<file path="config.mk">
export PLATFORM = sky130hd
export DESIGN_NAME = nd_pkt_writer
export DESIGN_NICKNAME = d
export VERILOG_FILES = /design/src/rtl/nd_pkg.sv /design/src/rtl/nd_crc5.sv /design/src/rtl/nd_pkt_writer.sv
export SDC_FILE = /design/constraint.sdc
export NUM_CORES = 1
export LEC_CHECK = 0
export ABC_AREA = 0
export CAP_MARGIN = 10
export CORE_ASPECT_RATIO = 1.2
export CORE_MARGIN = 5
export CORE_UTILIZATION = 40
export CTS_CLUSTER_SIZE = 40
export DETAILED_ROUTE_END_ITERATION = 7
export HOLD_SLACK_MARGIN = 0.02
export PLACE_DENSITY_LB_ADDON = 0.12
export SLEW_MARGIN = 20
export SYNTH_ARGS = -nofsm -noshare
export SYNTH_HDL_FRONTEND = slang
export SYNTH_HIERARCHICAL = 1
export SYNTH_SLANG_ARGS = --single-unit
</file>
<file path="constraint.sdc">
create_clock -name clk -period 2.4 [get_ports clk]
set_input_delay 0.36 -clock clk [delete_from_list [all_inputs] [get_ports clk]]
set_output_delay 0.36 -clock clk [all_outputs]
set_load 0.02 [all_outputs]
</file>
<file path="src/rtl/nd_pkg.sv">
// Purpose : shared types and constants for the USB non-data packet writer.
// Latency : n/a (types, constants and a pure helper function only).
// Backpr. : n/a.
package nd_pkg;

    typedef enum logic [1:0] {
        ST_IDLE    = 2'd0,
        ST_COLLECT = 2'd1,
        ST_WRITE   = 2'd2,
        ST_DISCARD = 2'd3
    } state_t;

    // PID type field, taken from PID bits [1:0]
    localparam logic [1:0] PID_SPECIAL   = 2'b00;
    localparam logic [1:0] PID_TOKEN     = 2'b01;
    localparam logic [1:0] PID_HANDSHAKE = 2'b10;
    localparam logic [1:0] PID_DATA      = 2'b11;

    // Register contents after an error-free token (data + CRC) has been shifted through
    localparam logic [4:0] CRC5_RESIDUAL = 5'b01100;

    // The upper nibble of a PID byte is the one's complement of the lower nibble
    function automatic logic pid_ok(input logic [7:0] pid);
        return pid[3:0] == ~pid[7:4];
    endfunction

endpackage

</file>
<file path="src/rtl/nd_crc5.sv">
// Purpose : CRC5 residual check over the two token payload bytes.
// Latency : purely combinational.
// Backpr. : none.
// Ports   : data        - {byte2, byte1}; bit 0 is the first bit on the wire
//           residual_ok - high when the CRC5 register ends at the good residual
module nd_crc5
    import nd_pkg::*;
(
    input  logic [15:0] data,
    output logic        residual_ok
);

    logic [4:0] crc;
    logic       fb;

    // Serial LFSR, poly x^5+x^2+1, seeded to all ones, fed LSB first.
    // Feeding the received CRC bits as well leaves a fixed residual when intact.
    always_comb begin
        crc = 5'b11111;
        fb  = 1'b0;
        for (int i = 0; i < 16; i++) begin
            fb  = data[i] ^ crc[4];
            crc = {crc[3:0], 1'b0} ^ (fb ? 5'b00101 : 5'b00000);
        end
        residual_ok = (crc == CRC5_RESIDUAL);
    end

endmodule

</file>
<file path="src/rtl/nd_pkt_writer.sv">
// Purpose : validates received token/handshake packets and copies them whole into the non-data FIFO.
// Latency : first FIFO write the cycle after rx_eop; a 3-byte token finishes in 3 cycles.
// Backpr. : full stalls the write burst with the buffered packet held; rx is not backpressured.
// Ports   : clk, n_rst (sync, active high); rx_data/rx_valid/rx_eop/rx_error from the receiver;
//           full, w_enable, w_data to the FIFO write side; pkt_done/pkt_drop/data_pkt status pulses.
module nd_pkt_writer
    import nd_pkg::*;
(
    input  logic       clk,
    input  logic       n_rst,
    input  logic [7:0] rx_data,
    input  logic       rx_valid,
    input  logic       rx_eop,
    input  logic       rx_error,
    input  logic       full,
    output logic       w_enable,
    output logic [7:0] w_data,
    output logic       pkt_done,
    output logic       pkt_drop,
    output logic       data_pkt
);

    state_t     state_q, state_d;
    logic [7:0] pid_q, pid_d;
    logic [7:0] b1_q, b1_d;
    logic [7:0] b2_q, b2_d;
    logic [1:0] cnt_q, cnt_d;
    logic [1:0] idx_q, idx_d;
    logic       drop_q, drop_d;
    logic       ovr_q, ovr_d;
    logic       eops_q, eops_d;
    logic       pkt_drop_q, pkt_drop_d;
    logic       data_pkt_q, data_pkt_d;

    logic       crc_ok;
    logic       pkt_pass;
    logic       wr_en;
    logic       done;
    logic [7:0] wr_byte;
    logic       ovr_now;
    logic       eop_now;

    nd_crc5 u_crc5 (
        .data        ({b2_q, b1_q}),
        .residual_ok (crc_ok)
    );

    assign pkt_pass = ((pid_q[1:0] == PID_TOKEN) && (cnt_q == 2'd3) && crc_ok) ||
                      ((pid_q[1:0] == PID_HANDSHAKE) && (cnt_q == 2'd1));

    always_comb begin
        case (idx_q)
            2'd0:    wr_byte = pid_q;
            2'd1:    wr_byte = b1_q;
            default: wr_byte = b2_q;
        endcase
    end

    always_comb begin
        state_d    = state_q;
        pid_d      = pid_q;
        b1_d       = b1_q;
        b2_d       = b2_q;
        cnt_d      = cnt_q;
        idx_d      = idx_q;
        drop_d     = drop_q;
        ovr_d      = ovr_q;
        eops_d     = eops_q;
        pkt_drop_d = 1'b0;
        data_pkt_d = 1'b0;
        wr_en      = 1'b0;
        done       = 1'b0;
        ovr_now    = 1'b0;
        eop_now    = 1'b0;

        case (state_q)
            ST_IDLE: begin
                if (rx_error) begin
                    state_d = ST_DISCARD;
                    drop_d  = 1'b1;
                end else if (rx_valid) begin
                    pid_d = rx_data;
                    cnt_d = 2'd1;
                    if (!pid_ok(rx_data)) begin
                        state_d = ST_DISCARD;
                        drop_d  = 1'b1;
                    end else if (rx_data[1:0] == PID_DATA) begin
                        // Data packets belong to another path: flag them, swallow silently
                        state_d    = ST_DISCARD;
                        drop_d     = 1'b0;
                        data_pkt_d = 1'b1;
                    end else if (rx_data[1:0] == PID_SPECIAL) begin
                        state_d = ST_DISCARD;
                        drop_d  = 1'b1;
                    end else begin
                        state_d = ST_COLLECT;
                    end
                end
            end

            ST_COLLECT: begin
                if (rx_error) begin
                    state_d = ST_DISCARD;
                    drop_d  = 1'b1;
                end else if (rx_valid) begin
                    if (cnt_q == 2'd3) begin
                        state_d = ST_DISCARD;
                        drop_d  = 1'b1;
                    end else begin
                        if (cnt_q == 2'd1) b1_d = rx_data;
                        else               b2_d = rx_data;
                        cnt_d = cnt_q + 2'd1;
                    end
                end else if (rx_eop) begin
                    if (pkt_pass) begin
                        state_d = ST_WRITE;
                        idx_d   = 2'd0;
                        ovr_d   = 1'b0;
                        eops_d  = 1'b0;
                    end else begin
                        state_d    = ST_IDLE;
                        pkt_drop_d = 1'b1;
                    end
                end
            end

            ST_WRITE: begin
                // Include this cycle's inputs so a collision on the last write is not lost
                ovr_now = ovr_q | rx_valid;
                eop_now = eops_q | rx_eop;
                ovr_d   = ovr_now;
                eops_d  = eop_now;
                if (!full) begin
                    wr_en = 1'b1;
                    idx_d = idx_q + 2'd1;
                    if (idx_q == cnt_q - 2'd1) begin
                        done = 1'b1;
                        if (!ovr_now) begin
                            state_d = ST_IDLE;
                        end else if (eop_now) begin
                            // The overrunning packet already ended: report it now
                            state_d    = ST_IDLE;
                            pkt_drop_d = 1'b1;
                        end else begin
                            state_d = ST_DISCARD;
                            drop_d  = 1'b1;
                        end
                    end
                end
            end

            ST_DISCARD: begin
                if (rx_eop) begin
                    state_d    = ST_IDLE;
                    pkt_drop_d = drop_q;
                    drop_d     = 1'b0;
                end
            end

            default: state_d = ST_IDLE;
        endcase
    end

    always_ff @(posedge clk) begin
        if (n_rst) begin
            state_q    <= ST_IDLE;
            pid_q      <= 8'h00;
            b1_q       <= 8'h00;
            b2_q       <= 8'h00;
            cnt_q      <= 2'd0;
            idx_q      <= 2'd0;
            drop_q     <= 1'b0;
            ovr_q      <= 1'b0;
            eops_q     <= 1'b0;
            pkt_drop_q <= 1'b0;
            data_pkt_q <= 1'b0;
        end else begin
            state_q    <= state_d;
            pid_q      <= pid_d;
            b1_q       <= b1_d;
            b2_q       <= b2_d;
            cnt_q      <= cnt_d;
            idx_q      <= idx_d;
            drop_q     <= drop_d;
            ovr_q      <= ovr_d;
            eops_q     <= eops_d;
            pkt_drop_q <= pkt_drop_d;
            data_pkt_q <= data_pkt_d;
        end
    end

    // Outputs are held low while reset is asserted so an interrupted burst stops at once
    assign w_enable = wr_en & ~n_rst;
    assign w_data   = ((state_q == ST_WRITE) && !n_rst) ? wr_byte : 8'h00;
    assign pkt_done = done & ~n_rst;
    assign pkt_drop = pkt_drop_q & ~n_rst;
    assign data_pkt = data_pkt_q & ~n_rst;

endmodule

</file>
==> out/metrics.csv <==
stage;metric;value;unit
placement;place.gp.congestion;0.870;
clock_network;clk_pin_slew;0.07;ns
grt;grt_first_pass_wirelength;9.72;mm
sta;setup_viol;5;
job;max-cap-violations;0;
grt;grt_max_degree;23;
run_status;violations;setup timing;
setup_path;max_stage_delay;0.49;ns
floorplanning;fp-row-count;29;
synthesis;synth_edf_count;0;
layout;fin_area;0.00279;sq mm
floorplanning;die_w;76.1;um
sta;worst_pin_slew;0.440;ns
grt;grt_pass1_vias;1905;
sta;fmaxAchievable;402;MHz
power;p_seq_frac;0.363;
synthesis;netlist_area;0.00210;sq mm
clock_network;cts_hold_buf;0;
setup_path;cp.depth;10;
sta;period_minus_slack;2.49;ns
setup_path;reg2reg_slack;-0.09;ns
synthesis;ys.flop_type;dfxtp_1;
setup_path;required;2.62;ns
clock_network;root_buffer;clkbuf_8;
min_path;hold_class;flop to flop;
sta;final.setup.tns;-0.310;ns
floorplanning;dieArea;0.00680;sq mm
layout;n_antenna_cell;0;
grt;antenna_found_initial;0;
layout;syn2layout_area_growth;32.7;%
power;swShare;0.353;
floorplanning;initial_core_util;0.404;
sta;slew_viol_final;0;
setup_path;reg2reg_depth;10;
layout;final_nets;330;
placement;place_hpwl;4.63;mm
setup_path;critPathSlowestCell;or3b_2;
sta;max_slew_margin;0.704;
power;cellPowerDensity;696;mW/mm^2
route;drt_first_pass_iters;5;
synthesis;avgSynthCellArea;8.26;sq um
synthesis;syn-num-nets;277;
power;combPwrFrac;0.393;
sta;setup_ws;-0.0864;ns
sta;period_share;1.04;
grt;gr-usage-all-layers;0.183;
synthesis;yosys.cell_types.count;42;
power;power.switching;0.684;mW
route;avgRoutedWirePerCell;16.6;um
clock_network;numCtsBuffers;5;
setup_path;path_delay_family;simple AND/OR/NAND/NOR gates;
setup_path;reg2reg_from;b1_q[1];
grt;overflow;0;
route;antenna_left;0;
setup_path;cp.arrival;2.71;ns
synthesis;synth_seq_cells;35;
power;pwr-share-clk;0.245;
route;num_vias;2002;
setup_path;start_kind;flop;
floorplanning;pin_count;26;
layout;drive_gt1_frac;0.201;
clock_network;htree_levels;2;
run_status;outcome;finished with violations;
synthesis;ys_seq_area_frac;0.334;
floorplanning;core-area;0.00519;sq mm
setup_path;worstSetupPathType;flop to flop;
power;ir_worst_vdd;324;uV
synthesis;synth_cells;254;
synthesis;synth-async-reset-ratio;0;
setup_path;cp_max_fo;4;
clock_network;clk_path_buf_depth;2;
setup_path;cp_num_buf_inv;0;
synthesis;ys_warn_count;6;
clock_network;cts_sinks;35;
setup_path;cp-endpoint;idx_q[1];
route;vias_per_cell;5.41;
sta;skew;0.00444;ns
route;wl;6.13;mm
placement;place_area;0.00263;sq mm
setup_path;critPathLaunch;b1_q[1];
sta;hold_violations;0;
power;p_int;1.25;mW
floorplanning;dieHeight;89.3;um
placement;portBuffers;25;
route;initialDrtViolationCount;62;
setup_path;crit_path_end_kind;flop;
power;total_power;1.94;mW
clock_network;tritoncts;built;
setup_path;rr_endpoint;idx_q[1];
setup_path;path_cells;xnor2_2, xnor3_1, nor2_2, a221oi_2, a211oi_2, nand4b_1, o21ai_2, a41oi_2, or3b_2, a21oi_1;
power;p_leak;1.14;nW
sta;rsz0062_at_grt;true;
clock_network;clk_latency;0.29;ns
route;route.detailed.drc;0;
## cell usage after synthesis (all sizes together), types with 2 or more instances
master / count / area, sq um
ha: 9 / 113
nand3: 10 / 50.1
or3: 3 / 18.8
a211oi: 3 / 22.5
inv: 8 / 30.0
clkbuf: 12 / 45.0
nand4b: 2 / 17.5
xor2: 5 / 43.8
and2: 3 / 18.8
nand2b: 4 / 25.0
a211o: 2 / 17.5
nor2b: 5 / 31.3
nor2: 29 / 111
o21ai: 8 / 40.0
a21oi: 22 / 110
buf: 2 / 10.0
a221oi: 3 / 26.3
mux2i: 16 / 160
nand2: 24 / 90.1
a22oi: 10 / 75.1
xnor2: 17 / 156
dfxtp: 35 / 701
nor3: 5 / 25.0
## timing repair
item / 4_1_cts / 5_1_grt
pin swaps: 6 / 7
gates resized for setup: 15 / 6
endpoints found under the hold margin: 0 / 0
buffers inserted: 1 / 2
endpoints found under the setup margin: 13 / 6
## metrics by stage
step	hold WS [ns]	worst slack (ns)	utilization	instances
final	0.462	-0.0864	0.537	370
after global routing	0.481	-0.276	0.537	370
after floorplan	0.437	0.0232	-	254
after global placement	0.453	-0.0739	0.506	359
after detailed placement	0.456	-0.140	0.506	359
after CTS	0.464	-0.0659	0.530	368
## power by group through the flow
stage	registers, mW	clock network (mW)	logic, mW
global placement	0.713	0	0.734
detailed placement	0.715	0	0.739
finish	0.703	0.474	0.761
floorplan	0.706	0	0.487
CTS	0.703	0.485	0.748
global route	0.712	0.516	0.833
## cells by family (layout without fill, tap and decap cells)
kind of cell	count (synthesis)	in the layout	share of synthesized area
xor gates and xnor gates	23	23	0.106
adders and majority gates	9	9	0.0537
and+or+nand+nor	90	90	0.204
AOI/OAI and AO/OA	58	58	0.180
DFF	35	35	0.334
buffers and inverters	22	76	0.0405
muxes	17	17	0.0817
## area by class of cell
| class | count | area (sq um) |
|---|---|---|
| Multi-Input combinational cell | 197 | 1370 |
| Timing Repair Buffer | 60 | 502 |
| Tap cell | 62 | 77.6 |
| Inverter | 8 | 30.0 |
| Clock buffer | 8 | 100 |
| Sequential cell | 35 | 709 |
| Fill cell | 502 | 2400 |
## cell usage in the layout, fill, tap and decap left out, drive strengths merged, types with 10 or more instances in the layout
cell type       n
a21oi          22
a22oi          10
buf            35
clkdlybuf4s50  16
dfxtp          35
mux2i          16
nand2          24
nand3          10
nor2           29
xnor2          17
## flip-flops by register name (all words and copies together) (netlist names)
| signal | count |
|---|---|
| drop_q | 1 |
| pid_q | 8 |
| state_q | 2 |
| pkt_drop_q | 1 |
| data_pkt_q | 1 |
| idx_q | 2 |
| eops_q | 1 |
| cnt_q | 2 |
| ovr_q | 1 |
| b2_q | 8 |
| b1_q | 8 |
## worst min-delay path by stage
stage | startpoint | endpoint | cells past startpoint
final | pid_q[3] | pid_q[3] | 2
after global routing | pid_q[2] | pid_q[2] | 2
after CTS | pid_q[2] | pid_q[2] | 2
after detailed placement | pid_q[2] | pid_q[2] | 2
after global placement | pid_q[3] | pid_q[3] | 2
after floorplan | pid_q[2] | pid_q[2] | 2
## tightest hold or removal path, cell delays in order, from the launching register on
cell	delay, ns
dfxtp_1	0.31
nand2_1	0.05
a21oi_1	0.05
## per-layer routing
layer / share of wire / up-vias / track usage
li1: - / 995 / -
met1: 0.43 / 951 / 0.213
met2: 0.51 / 45 / 0.328
met3: 0.034 / 11 / 0.0373
met4: 0.020 / 0 / 0.0811
met5: 0 / - / 0
Power figures use the tool's default switching activity.
